`src/rtl/bw_ioslave_dlx.sv`:
```
// Multi-channel DQS slave delay line: oversampled tap line with glitch-free tap switching.
// Optional per-channel signed trim of the target tap is enabled by BW_IOSLAVE_DL_TRIM_EN.
module bw_ioslave_dlx #(
  parameter int NCH    = 4,
  parameter int CODE_W = 5,
  parameter int DEPTH  = 32,
  parameter int SEL_W  = 5,
  parameter int SHIFT  = 0,
  parameter int TMO    = 64,
  parameter int TRIM_W = 3
) (
  input  logic              clk,
  input  logic              rst_l,
  input  logic [NCH-1:0]    dqs_in,
  input  logic [CODE_W-1:0] lpf_out,
  input  logic              strobe,
  input  logic              se,
  input  logic              si,
  output logic [NCH-1:0]    dqs_out,
  output logic              so,
  output logic [NCH-1:0]    upd_done,
  output logic [NCH-1:0]    upd_tmo
`ifdef BW_IOSLAVE_DL_TRIM_EN
  ,
  input  logic [NCH*TRIM_W-1:0] trim
`endif
);

  localparam int CNT_W = (TMO > 1) ? $clog2(TMO) : 1;
  localparam int CH_W  = NCH * SEL_W;

  typedef enum logic {IDLE, PEND} st_e;

  logic [DEPTH-1:0]  line_q  [NCH];
  logic [SEL_W-1:0]  sel_q   [NCH];
  logic [SEL_W-1:0]  sel_d   [NCH];
  logic [CNT_W-1:0]  tmo_q   [NCH];
  logic [CNT_W-1:0]  tmo_d   [NCH];
  st_e               state_q [NCH];
  st_e               state_d [NCH];
  logic [SEL_W-1:0]  tgt     [NCH];
  logic [NCH-1:0]    quiet;
  logic [CODE_W-1:0] code_q, code_d;
  logic [NCH-1:0]    dqs_q;
  logic [NCH-1:0]    done_q, done_d;
  logic [NCH-1:0]    tflag_q, tflag_d;
  logic              so_q, so_d;
  logic [CH_W-1:0]   chain, chain_sh;
  logic              cap;

  function automatic logic [SEL_W-1:0] sat_tap(input logic signed [31:0] v);
    if (v < 0)
      return '0;
    else if (v > DEPTH - 1)
      return SEL_W'(DEPTH - 1);
    else
      return v[SEL_W-1:0];
  endfunction

  function automatic logic signed [31:0] trim_of(input int c);
    logic signed [TRIM_W-1:0] tr;
`ifdef BW_IOSLAVE_DL_TRIM_EN
    tr = trim[c*TRIM_W +: TRIM_W];
`else
    tr = '0;
    if (c < 0) tr = '1;
`endif
    return 32'(tr);
  endfunction

  always_comb begin
    cap      = strobe & ~se;
    code_d   = cap ? lpf_out : code_q;
    chain    = '0;
    for (int c = 0; c < NCH; c++)
      chain[c*SEL_W +: SEL_W] = sel_q[c];
    chain_sh = {chain[CH_W-2:0], si};
    so_d     = chain[CH_W-1];
    for (int c = 0; c < NCH; c++) begin
      logic signed [31:0] base;
      logic [SEL_W-1:0]   lo, hi;
      logic               cur;
      base       = signed'(32'(code_q >> SHIFT));
      tgt[c]     = sat_tap(base + trim_of(c));
      lo         = (tgt[c] < sel_q[c]) ? tgt[c] : sel_q[c];
      hi         = (tgt[c] < sel_q[c]) ? sel_q[c] : tgt[c];
      cur        = line_q[c][sel_q[c]];
      quiet[c]   = 1'b1;
      for (int i = 0; i < DEPTH; i++)
        if (i >= int'(lo) && i <= int'(hi) && line_q[c][i] != cur)
          quiet[c] = 1'b0;

      state_d[c] = state_q[c];
      sel_d[c]   = sel_q[c];
      tmo_d[c]   = tmo_q[c];
      done_d[c]  = 1'b0;
      tflag_d[c] = tflag_q[c];
      if (se) begin
        // Scan shifts the selection registers; everything else holds.
        sel_d[c] = chain_sh[c*SEL_W +: SEL_W];
      end else begin
        if (state_q[c] == PEND) begin
          if (tgt[c] == sel_q[c]) begin
            state_d[c] = IDLE;
            done_d[c]  = 1'b1;
          end else if (quiet[c]) begin
            sel_d[c]   = tgt[c];
            state_d[c] = IDLE;
            done_d[c]  = 1'b1;
          end else if (tmo_q[c] == CNT_W'(TMO - 1)) begin
            sel_d[c]   = tgt[c];
            state_d[c] = IDLE;
            done_d[c]  = 1'b1;
            tflag_d[c] = 1'b1;
          end else begin
            tmo_d[c] = tmo_q[c] + CNT_W'(1);
          end
        end
        // A capture in the same cycle as an apply re-arms with the new code.
        if (cap) begin
          state_d[c] = PEND;
          tmo_d[c]   = '0;
          tflag_d[c] = 1'b0;
        end
      end
    end
  end

  // Stage p0: tap line and registered tap read
  always_ff @(posedge clk or negedge rst_l) begin
    if (!rst_l) begin
      for (int c = 0; c < NCH; c++) line_q[c] <= '0;
      dqs_q <= '0;
    end else begin
      for (int c = 0; c < NCH; c++) begin
        line_q[c] <= {line_q[c][DEPTH-2:0], dqs_in[c]};
        dqs_q[c]  <= line_q[c][sel_q[c]];
      end
    end
  end

  // Stage p1: update control state and scan chain
  always_ff @(posedge clk or negedge rst_l) begin
    if (!rst_l) begin
      for (int c = 0; c < NCH; c++) begin
        sel_q[c]   <= '0;
        tmo_q[c]   <= '0;
        state_q[c] <= IDLE;
      end
      code_q  <= '0;
      done_q  <= '0;
      tflag_q <= '0;
      so_q    <= 1'b0;
    end else begin
      for (int c = 0; c < NCH; c++) begin
        sel_q[c]   <= sel_d[c];
        tmo_q[c]   <= tmo_d[c];
        state_q[c] <= state_d[c];
      end
      code_q  <= code_d;
      done_q  <= done_d;
      tflag_q <= tflag_d;
      so_q    <= so_d;
    end
  end

  assign dqs_out  = dqs_q;
  assign upd_done = done_q;
  assign upd_tmo  = tflag_q;
  assign so       = so_q;

endmodule

```
`config.mk`:
```
export PLATFORM = sky130hd
export DESIGN_NAME = bw_ioslave_dlx
export DESIGN_NICKNAME = d
export VERILOG_FILES = /design/src/rtl/bw_ioslave_dlx.sv
export SDC_FILE = /design/constraint.sdc
export NUM_CORES = 1
export LEC_CHECK = 0
export ABC_AREA = 1
export BUFFER_PORTS_ARGS = -buffer_cell sky130_fd_sc_hd__buf_2
export CORE_MARGIN = 3
export CORE_UTILIZATION = 55
export DETAILED_ROUTE_END_ITERATION = 10
export PLACE_DENSITY = 0.71
export REMOVE_ABC_BUFFERS = 1
export SLEW_MARGIN = 20
export SYNTH_ARGS = -nofsm -noshare
export SYNTH_HDL_FRONTEND = slang
export SYNTH_SLANG_ARGS = --single-unit
```
`constraint.sdc`:
```
create_clock -name clk -period 3.8 [get_ports clk]
set_input_delay 0.19 -clock clk [delete_from_list [all_inputs] [get_ports clk]]
set_output_delay 0.19 -clock clk [all_outputs]
set_load 0.005 [all_outputs]
```
; After elaboration in Yosys (flattened, before gate mapping)
; Index checks and enable logic that the tools add are counted.
[totals]
ff_bits = 194
output_inout_bits = 13
input_bits = 14
wordCells = 962
[classes]
n_reduce_logical = 276
n_eq_ne = 152
n_bitwise = 2
muxes = 246
magnitude_cmp = 258
add_sub_neg = 4
[ops]
columns = cell, count
row1 = "5-bit <= comparator, first input constant", 64
row2 = "5-bit greater-or-equal comparator, first input constant", 60
row3 = 1-bit logical AND, 248
row4 = 1-bit two-way mux, 192
row5 = "4-bit by 5-bit greater-or-equal comparator with 1-bit output, first input constant", 32
row6 = "4-bit by 5-bit <= comparator with 1-bit output, first input constant", 32
row7 = 5-bit two-way mux, 30
row8 = 1-bit != test, 128
row9 = 6-bit two-way mux, 20
row10 = "3-bit by 5-bit greater-or-equal comparator with 1-bit output, first input constant", 16
row11 = "3-bit by 5-bit <= comparator with 1-bit output, first input constant", 16
row12 = "1-bit by 5-bit greater-or-equal comparator with 1-bit output, first input constant", 8
row13 = "2-bit by 5-bit greater-or-equal comparator with 1-bit output, first input constant", 8
row14 = "2-bit by 5-bit <= comparator with 1-bit output, first input constant", 8
row15 = 5-bit AND reduction, 8
row16 = "6-bit by 1-bit adder with 6-bit output, second input constant", 4
row17 = "6-bit == test, second input constant", 4
row18 = "5-bit by 6-bit < comparator with 1-bit output, second input constant", 4
row19 = "2-bit != test, second input constant", 12
row20 = 2-bit nonzero test, 12
row21 = 1-bit binary-select mux with 5-bit select, 4
row22 = 5-bit == test, 4
row23 = "1-bit by 5-bit <= comparator with 1-bit output, first input constant", 4
row24 = 5-bit < comparator, 4
row25 = 7 further kinds, 16

; Logic depth before layout (Yosys ltp)
; Gate-level depths: netlist (run 1).
[logic_depth]
ltp_word = 43
ltp_mapped = 26
ltp_nobuf = 24

; Least setup slack after synthesis (run 1)
; OpenSTA, ideal clock, no wires.
[synth_path]
path_kind = register to register
from = register code_q[4]
to = register state_q[3] (netlist bit)
setup_ns = 0.134
synth_period_minus_slack_ns = 2.894
setup_slack_ns = 0.906
arrival_time_ns = 2.760
t_required_ns = 3.666
stages_incl_launch_ff = 23
path_buffers = 3
cell_sequence = dfrtp_1 -> clkbuf_1 -> clkbuf_1 -> ha_1 -> nand2_2 -> inv_2 -> nand2_4 -> buf_2 -> nand4_1 -> nand2_1 -> nand2_2 -> nor2_2 -> nand2_1 -> nand3b_1 -> nor2_1 -> nor2_1 -> nand2_1 -> nor2_1 -> nand3_2 -> nand2_2 -> nand2_4 -> nand2_8 -> o21ai_1
[synth_between]
elab_chain_len = 43
elab_cells_between_ends = 168
classes_between = order compare: 65 / eq/ne: 1 / mux: 40 / reduce/logical: 62
[synth_rtl]
columns = item, line
row1 = from (decl), 43  ; logic [CODE_W-1:0] code_q, code_d;
row2 = from (signal assigned), 160  ; code_q <= code_d;
row3 = 5-bit > comparator, 54  ; else if (v > DEPTH - 1)
row4 = 5-bit two-way mux, 54
row5 = 5-bit two-way mux (*), 52  ; if (v < 0)
row6 = 5-bit < comparator, "85, 86"
row7 = 5-bit two-way mux (on tied branches), "85, 86"
row8 = 1-bit by 5-bit greater-or-equal comparator with 1-bit output / 1-bit by 5-bit <= comparator with 1-bit output (equally long branches), 90  ; if (i >= int'(lo) && i <= int'(hi) && line_q[c][i] != cur)
row9 = 1-bit logical AND, 90
row10 = 1-bit two-way mux / 1-bit logical AND (equally long branches), 90
row11 = 1-bit two-way mux (31 in a row), 90
row12 = 1-bit two-way mux, 106  ; end else if (quiet[c]) begin
row13 = 1-bit two-way mux (*), 103  ; if (tgt[c] == sel_q[c]) begin
row14 = 1-bit two-way mux (*), 102  ; if (state_q[c] == PEND) begin
row15 = 1-bit two-way mux (*), 120  ; if (cap) begin
row16 = "to (signal, indexed assignment)", 158  ; state_q[c] <= state_d[c];
row17 = to (decl), 39  ; st_e state_q [NCH];
; Every way passes the cells marked *; elsewhere a longest branch is shown, timed or not.
; A chain may end at the register's enable or synchronous reset.

; Worst setup path in the final report (run 1)
[layout_path]
from = register sel_q, in the netlist chain[14]
to = register sel_q, in the netlist chain[11]
[layout_between]
elab_chain_len = 40
elab_cells_between_ends = 201
classes_between = order compare: 63 / eq/ne: 34 / mux: 40 / reduce/logical: 64
[layout_rtl]
columns = item, line
row1 = from (decl), 35  ; logic [SEL_W-1:0] sel_q [NCH];
row2 = "from (signal, indexed assignment)", 156  ; sel_q[c] <= sel_d[c];
row3 = 5-bit < comparator / 1-bit binary-select mux with 5-bit select (equally long branches), "85, 86, 87"
row4 = 5-bit two-way mux (tied with other cells), 85  ; lo = (tgt[c] < sel_q[c]) ? tgt[c] : sel_q[c];
row5 = 1-bit by 5-bit greater-or-equal comparator with 1-bit output (tied with other cells), 90
row6 = 1-bit logical AND, 90
row7 = 1-bit two-way mux / 1-bit logical AND (equally long branches), 90
row8 = 1-bit two-way mux (31 in a row), 90
row9 = 5-bit two-way mux, 106
row10 = 5-bit two-way mux, 103
row11 = 5-bit two-way mux, 102
row12 = 5-bit two-way mux, 98  ; if (se) begin
; Several ways; a longest one is shown, not always the timed one. The select of a mux whose other input is x is not followed.

==> results of run 1 <==
[state kept, by name, indices dropped and copies added, names as in the netlist]
signal and flops:
line_q 128, upd_tmo 4, so 1, chain 20
tmo_q 24, code_q 5, upd_done 4, dqs_out 4
state_q 4
[per-stage QoR]
step | instances | worst slack (ps)
6_report | 2620 | 294.6
4_1_cts | 2615 | 236.6
5_1_grt | 2620 | 0.4570
3_3_place_gp | 2575 | 231.3
3_5_place_dp | 2575 | 261.6
2_1_floorplan | 2161 | 612.3
[worst max-delay path, stage by stage (launching register included)]
cell and delay (ps):
dfrtp_1 450, inv_1 160, ha_1 350, nand2_1 80, nor2_1 150, nand2_1 140, nand3_2 200, nand2_1 110
nand2_2 170, buf_4 190, nand2_1 130, nor2_1 140, nor2_1 70, nand3_1 70, nand2_1 50, nor2_1 130
nand2_1 60, nor2_1 120, nand3_2 210, nand2_2 170, nand2_4 90, nand2_4 90, nand2_1 70, nand2_1 60
[how the worst min path moves through the flow]
stage,startpoint,endpoint,slack [ps]
global route,lpf_out[2],code_q[2],40
detailed placement,dqs_in[3],line_q[0],300
CTS,lpf_out[3],code_q[3],10
floorplan,rst_l,chain[0],-110
finish,lpf_out[3],code_q[3],30
global placement,dqs_in[1],line_q[64],300
[synthesized netlist by cell type]
cell type and n:
a21oi_4 3, and3_1 2, ha_1 24, inv_1 180
nand2_4 11, or2_2 2, a21oi_1 56, clkbuf_4 1
o21ai_0 58, o21ai_1 18, nand3_2 14, inv_2 19
nor3b_1 1, nor3_1 9, dlygate4sd3_1 1, nand3b_1 34
nand2_1 806, nor4_1 1, nor2_4 3, o21ai_2 1
nand2_8 1, clkinv_1 3, a31oi_1 3, dfrtp_1 194
nand2_2 59, nand3_4 6, clkbuf_1 16, inv_4 2
xor2_2 1, buf_4 14, xnor2_1 10, nand3_1 320
xor2_1 10, nand4_1 67, buf_6 24, nor3_2 1
buf_2 34, o211ai_1 8, nor2_2 11, nor2_1 223
[power breakdown]
part / internal, µW / leakage [µW] / switching, µW
logic: 2700 / 0.00572 / 6150
registers: 2310 / 0.00234 / 280
clock network: 952 / 0.000295 / 967
[cell type report]
class / instances / share of cell area, %
Timing Repair Buffer: 92 / 4.239
Tap cell: 335 / 2.664
Clock inverter: 15 / 1.169
Clock buffer: 17 / 2.704
Sequential cell: 194 / 30.89
Multi-Input combinational cell: 1763 / 53.43
Inverter: 204 / 4.899
[what timing repair did]
item	4_1_cts	5_1_grt
hold endpoints to repair	111	0
hold buffers	8	0
gates resized for setup	0	10
setup buffers	0	5
endpoints found under the setup margin	0	27
[cells by family after synthesis]
kind of cell / count (synthesis) / synth area share [%]
AO/OA/AOI/OAI: 147 / 5.448
XOR/XNOR: 21 / 1.308
adder cells (fa/ha/maj): 24 / 2.053
buffers and inverters: 294 / 9.527
flip-flops: 194 / 33.18
AND/OR/NAND/NOR: 1571 / 48.48
[routing by layer]
| layer | GRT usage, % | part of all wire, % | vias up |
|---|---|---|---|
| met5 | 0 | 0 | - |
| met4 | 11.34 | 2.9 | 0 |
| met3 | 3.760 | 7.7 | 99 |
| met2 | 46.69 | 43 | 678 |
| met1 | 47.06 | 46 | 6900 |
| li1 | - | - | 7294 |
==> results.txt, run 1 <==
The setup violation total in the final timing report is 0. The number of cells on the worst hold path came out at 3. In the final timing run, aggregate negative setup slack is 0 ps.

Counting the fill cells in the layout gives 2,532. The number of instances in the synthesized netlist is 2,251. The detail route stage leaves a number of antenna-violating nets equal to 0.

The core area is 26,130 µm². The pre-antenna-repair detailed-routing pass consisted of 6 iterations. The final worst clock skew is 15.73 ps. The H-tree depth reported by CTS is 4. Across all register-to-register paths, the minimum setup slack is 290 ps. The sequential element share of the synthesized area came out at 33.18%. The first global-routing pass estimated 72.02 mm of wire. The proportion of netlist area held by the largest area contributor is 33.18%. The final layout contains 2,310 nets. The category of the critical setup timing path is register to register. The floorplan step defined a die boundary enclosing 28,590 µm². The data required time at the worst endpoint came out at 4190 ps. During I/O placement, the number of pins put on the boundary was 27. The count of inserted antenna diode cells is 0. The die boundary height came out at 169.1 µm. Cells with a size suffix above 1 make up 11.33% of the layout. Of the available clock period, the critical path in the final layout requires 92.25%. The via total after detailed routing is 14,971. Setup repair after global routing left no endpoint under its margin. The minimum clock period after layout is 3505 ps. Leaving out fill and tap cells, the most frequent cell in the layout is nand2_1.

The total of buffers placed on input and output ports is 26. The first routing iteration left 1,661 violations. The run finished with clean final reports. Along the worst path, the maximum fanout reaches 11. The worst hold slack across all endpoints is 26.82 ps. The number of cell instances on the worst register-to-register path is 23. Synthesis instantiated 40 different standard cells from the library. The largest net degree at the start of global routing came out at 107. The cell at the root of the clock tree is clkbuf_16. The maximum ir drop on the vdd rail came out at 0.3128 mV. The placement-stage cell area is 14,980 µm². The core occupancy in the finished layout came out at 60.20%. Power spread over the standard cell area amounts to 849.6 nW/µm². In the layout the commonest cells are nand2_1, nand3_1, nor2_1. The number of warnings reported in the yosys synthesis log came out at 0. The number of buffers created by CTS is 17. Detailed placement finished with a half-perimeter wire length of 32.05 mm. The number of global-route vias before repair is 13,530.

The clock input transition at the sequential cells of the worst setup and hold paths is 80 ps. The overall fraction of global-route tracks in use is 31.35%. The transition time of the tightest slew-check pin is 915.4 ps. The placer congestion estimate came out at 1.020. The total global routing overflow came out at 0. The clock tree buffer depth came out at 2.

Following the worst setup path forward leads to its endpoint at chain[11]. The area used by multi-input combinational logic came out at 8406 µm². The final cell area excluding filler cells came out at 15,730 µm². The endpoint identified for the worst register-to-register timing path is chain[11]. By area the synthesized netlist is led by dfrtp_1, nand2_1, nand3_1. The worst pin sits at a relative slew slack of 38.97%. The final count of hold timing violations is 0.

Registers take 4860 µm². The number of core rows is 59. The initial antenna violation count came to 0.

The final count of pins violating max slew is 0. The detailed-route vias per instance came out at 5.714. The most critical setup path has its startpoint at chain[14]. The biggest area consumer among synthesized cells is dfrtp_1. The mean area per synthesized cell came out at 6.499 µm². In this run the worst hold path is classified as input port to register. The initial cell density of the core came out at 55.98%. STA classifies the critical path startpoint as a register.

The wire length after detailed routing came out at 44.37 mm. The area added between synthesis and finish came out at 7.526%. For this run, design rule violations remaining after detail routing come to 0.

The clock latency of the later-clocked register in the worst-skew pair came out at 460 ps. The floorplan step set the die width to 169.1 µm. Static timing analysis puts the maximum clock frequency at 285.3 MHz.

The synthesis-stage register bit count came out at 194. The completed layout was analyzed and its total power is 13,370 µW. The static leakage is 0.008362 µW.

The arrival time of the worst setup path is 3890 ps. The routed length per instance is 16.94 µm. The cell area after technology mapping is 14,630 µm². The number of sinks handled by clock tree synthesis is 194. The startpoint identified for the worst register-to-register timing path is chain[14]. TritonCTS built the clock tree.

STA classifies the critical path endpoint as a register. The max capacitance violation total came out at 0.
Note: power is estimated with default switching activity, not from simulation.
==> inputs of run 2 (changes only) <==
CORE_UTILIZATION = 45   (was 55)
CTS_BUF_LIST = sky130_fd_sc_hd__clkbuf_4 sky130_fd_sc_hd__clkbuf_8   (was unset)
PLACE_DENSITY = unset   (was 0.71)
==> run 2 against run 1 <==
Against the previous run: first-iteration DRC count decreased by 21%; global-route usage down 4.7 points; clock power down 24%; fmax decreased by 1.5%; setup slack worse by 54 ps; cell count grew 4.2%; total power decreased by 2.0%; flip-flop and latch count unchanged; via count down 1.7%; count of clock-buffer cells in the layout grew 3; non-clock buffer count rose by 11; critical endpoint is now tmo_q[13]; largest power group unchanged.
==> results.txt, run 2 (synthesis gave the netlist of run 1 again) <==
The flow ran to the end, and the final reports show no timing, DRC or antenna violations. Registers take 4857 µm². The via total after detailed routing is 14,711. In the layout the commonest cells are nand2_1, nand3_1, nor2_1.

The root buffer cell chosen for the clock tree is clkbuf_8. The number of antenna-violating nets in the routed design is 0. The initial antenna violation count is 0. The clock tree buffer depth came out at 2.

STA classifies the critical path startpoint as a register. The H-tree depth reported by CTS is 4. The area used by multi-input combinational logic came out at 8397 µm². The category of the critical setup timing path is register to register.

Among the stages of the critical path, the cell type that occurs most often is nand2_1. Walking the worst path, the cells encountered are inv_1, ha_1, a21oi_4, nand3_4, nand2_1, nand2_1, inv_1, nand2_1, o21ai_0, nor2_1, nand2_1, nand2_1, inv_1, nand2_1, nor2_1, nand3_2, nand2_1, nand2_2, nand3b_1, nand2_1. In this run, the clock network consumes 11.2% of the power. The biggest cell delay along the critical path came out at 440 ps. The critical path contains buffers and inverters numbering 3 combined.

The final critical path takes up 93.66% of the cycle. The worst setup timing slack at the placement stage came out at 172.0 ps. In this run the worst path has a maximum fanout of 15. Setup slack closes at 241.0 ps.

The minimum clock period after layout is 3559 ps. The final-stage net count is 2,321. IR analysis of the VDD net gives a maximum drop of 0.5341 mV. Combinational cells account for 69.2% of the total power.

More flip-flops sit in one register than any other, and that register is line_q. STA classifies the critical path endpoint as a register. Setup violations remaining at the end of the flow were counted as 0.

The placer congestion estimate is 1.014. In this run, flip-flops and latches consume 19.7% of the power. The number of cells on the worst hold path came out at 5. The number of global-route vias before repair came out at 13,518. The count of routing violations after the opening detailed-route iteration came out at 1,318. In this run the power density over the cells is 831.8 nW/µm². The post-DP HPWL came out at 33.81 mm.

The die area is 34,710 µm². The static leakage is 0.008331 µW. The floorplan step set the die width to 186.3 µm. From synthesis to final layout, the design area changed by 7.620%.

The floorplan has 65 rows. Cells with a size suffix above 1 make up 11.50% of the layout. The final cell area excluding filler cells came out at 15,750 µm². Data arrives at the worst endpoint at 4000 ps. Entering global routing, the biggest net connects 97 pins.

The overall fraction of global-route tracks in use came out at 26.67%. Leaving out fill and tap cells, the most frequent cell in the layout is nand2_1. The remaining max-slew budget at the tightest pin is 30.74%. Timing would allow up to 281.0 MHz. Setup repair after global routing could not meet its margin everywhere. The clock tree from TritonCTS is done. The routed length per instance came out at 17.10 µm. The detailed-routing iteration count for the pre-antenna-repair pass came out at 6. The floorplan step defined a core boundary enclosing 31,800 µm².

The top-level I/O count came out at 27. In this run the vertical extent of the chip is 186.3 µm. Internal power comes to 5704 µW. The core occupancy in the finished layout came out at 49.51%. The detailed-route vias per instance is 5.387. The total of buffers placed on input and output ports came out at 26. The power after layout came out at 13,100 µW. Net switching is 56.45% of the power.

The number of buffers created by CTS came out at 17. Data on the critical path is required at its endpoint by 4240 ps. Measured in cells, the most critical reg-to-reg path has a length of 20.

The initial cell density of the core is 46.01%. The final count of pins violating max slew came out at 0. The wire length after detailed routing is 46.71 mm. The placement-stage cell area is 15,200 µm². The final count of hold timing violations came out at 0. The tool flagged a number of max-cap violations equal to 0. The flip-flop count of the largest register, all copies and words added is 128. The number of fillers in the final layout is 3,297. The tightest min-delay check is of the input port to register type. The slowest stage of the critical path belongs to the cell dfrtp_1. After detailed routing, the number of remaining DRC violations is 0. 0 antenna diodes ended up in the layout. The clock latency of the later-clocked register in the worst-skew pair came out at 530 ps. Summed over all nets, the switching power comes to 7393 µW. The wire length of the first global-routing pass came out at 74.89 mm.

The total overflow left after global routing is 0. The number of sinks handled by clock tree synthesis is 194. The clock input transition at the sequential cells of the worst setup and hold paths came out at 120 ps.

The final worst clock skew came out at 21.49 ps. The critical path depth came out at 20. Broken down by cell family, the worst path's largest delay share belongs to simple AND/OR/NAND/NOR gates. The worst hold slack across all endpoints is 116.2 ps. For the pin with the worst max-slew slack, the measured transition is 1038 ps.
run 2: metal layers:
layer | up-vias | GRT usage (%) | part of all wire [%] | routed length [µm]
li1 | 7306 | - | - | -
met1 | 6814 | 39.46 | 48 | 22340
met3 | 55 | 3.795 | 6.3 | 2964
met5 | - | 0 | 0 | 0
met2 | 536 | 41.62 | 44 | 20680
met4 | 0 | 5.845 | 1.5 | 719
run 2: cell type report:
type                    count  share of cell area [%]
clock buffers              20                   1.669
clock inverters            12                  0.9139
inverters                 204                   4.895
multi-input cells        1763                   53.33
flip-flops and latches    194                   30.85
well taps                 435                   3.457
repair buffers            103                   4.887
run 2: what timing repair did:
item	4_1_cts	5_1_grt
setup endpoints to repair	0	34
endpoints found under the hold margin	104	0
setup buffers	0	2
hold buffers	11	0
resized for setup	0	6
run 2: stage by stage:
stage | instances | setup TNS [ps]
4_1_cts | 2729 | 0
5_1_grt | 2731 | -2.957
3_3_place_gp | 2686 | 0
2_1_floorplan | 2161 | 0
3_5_place_dp | 2686 | 0
6_report | 2731 | 0
run 2: tightest hold or removal path: stages:
cell and delay, ps:
buf_2 150, nand2_1 110, nand2_1 60, nand2_1 60
nand2_1 50
run 2: worst paths after layout:
kind,start,endpoint,slack (ps)
setup / recovery,chain[9],tmo_q[13],240
hold / removal,se,chain[0],120
setup reg to reg,chain[9],tmo_q[13],240
hold reg to reg,line_q[26],line_q[27],420
max in group asynchronous,rst_l,line_q[3],2590
min in group asynchronous,rst_l,dqs_out[2],250
run 2: power groups by stage:
stage	registers [µW]	logic (µW)	clock network, µW
floorplan	2620	6060	0
global placement	2610	8930	0
detailed placement	2610	8850	0
CTS	2570	8890	1510
global route	2610	10100	1590
finish	2580	9060	1460
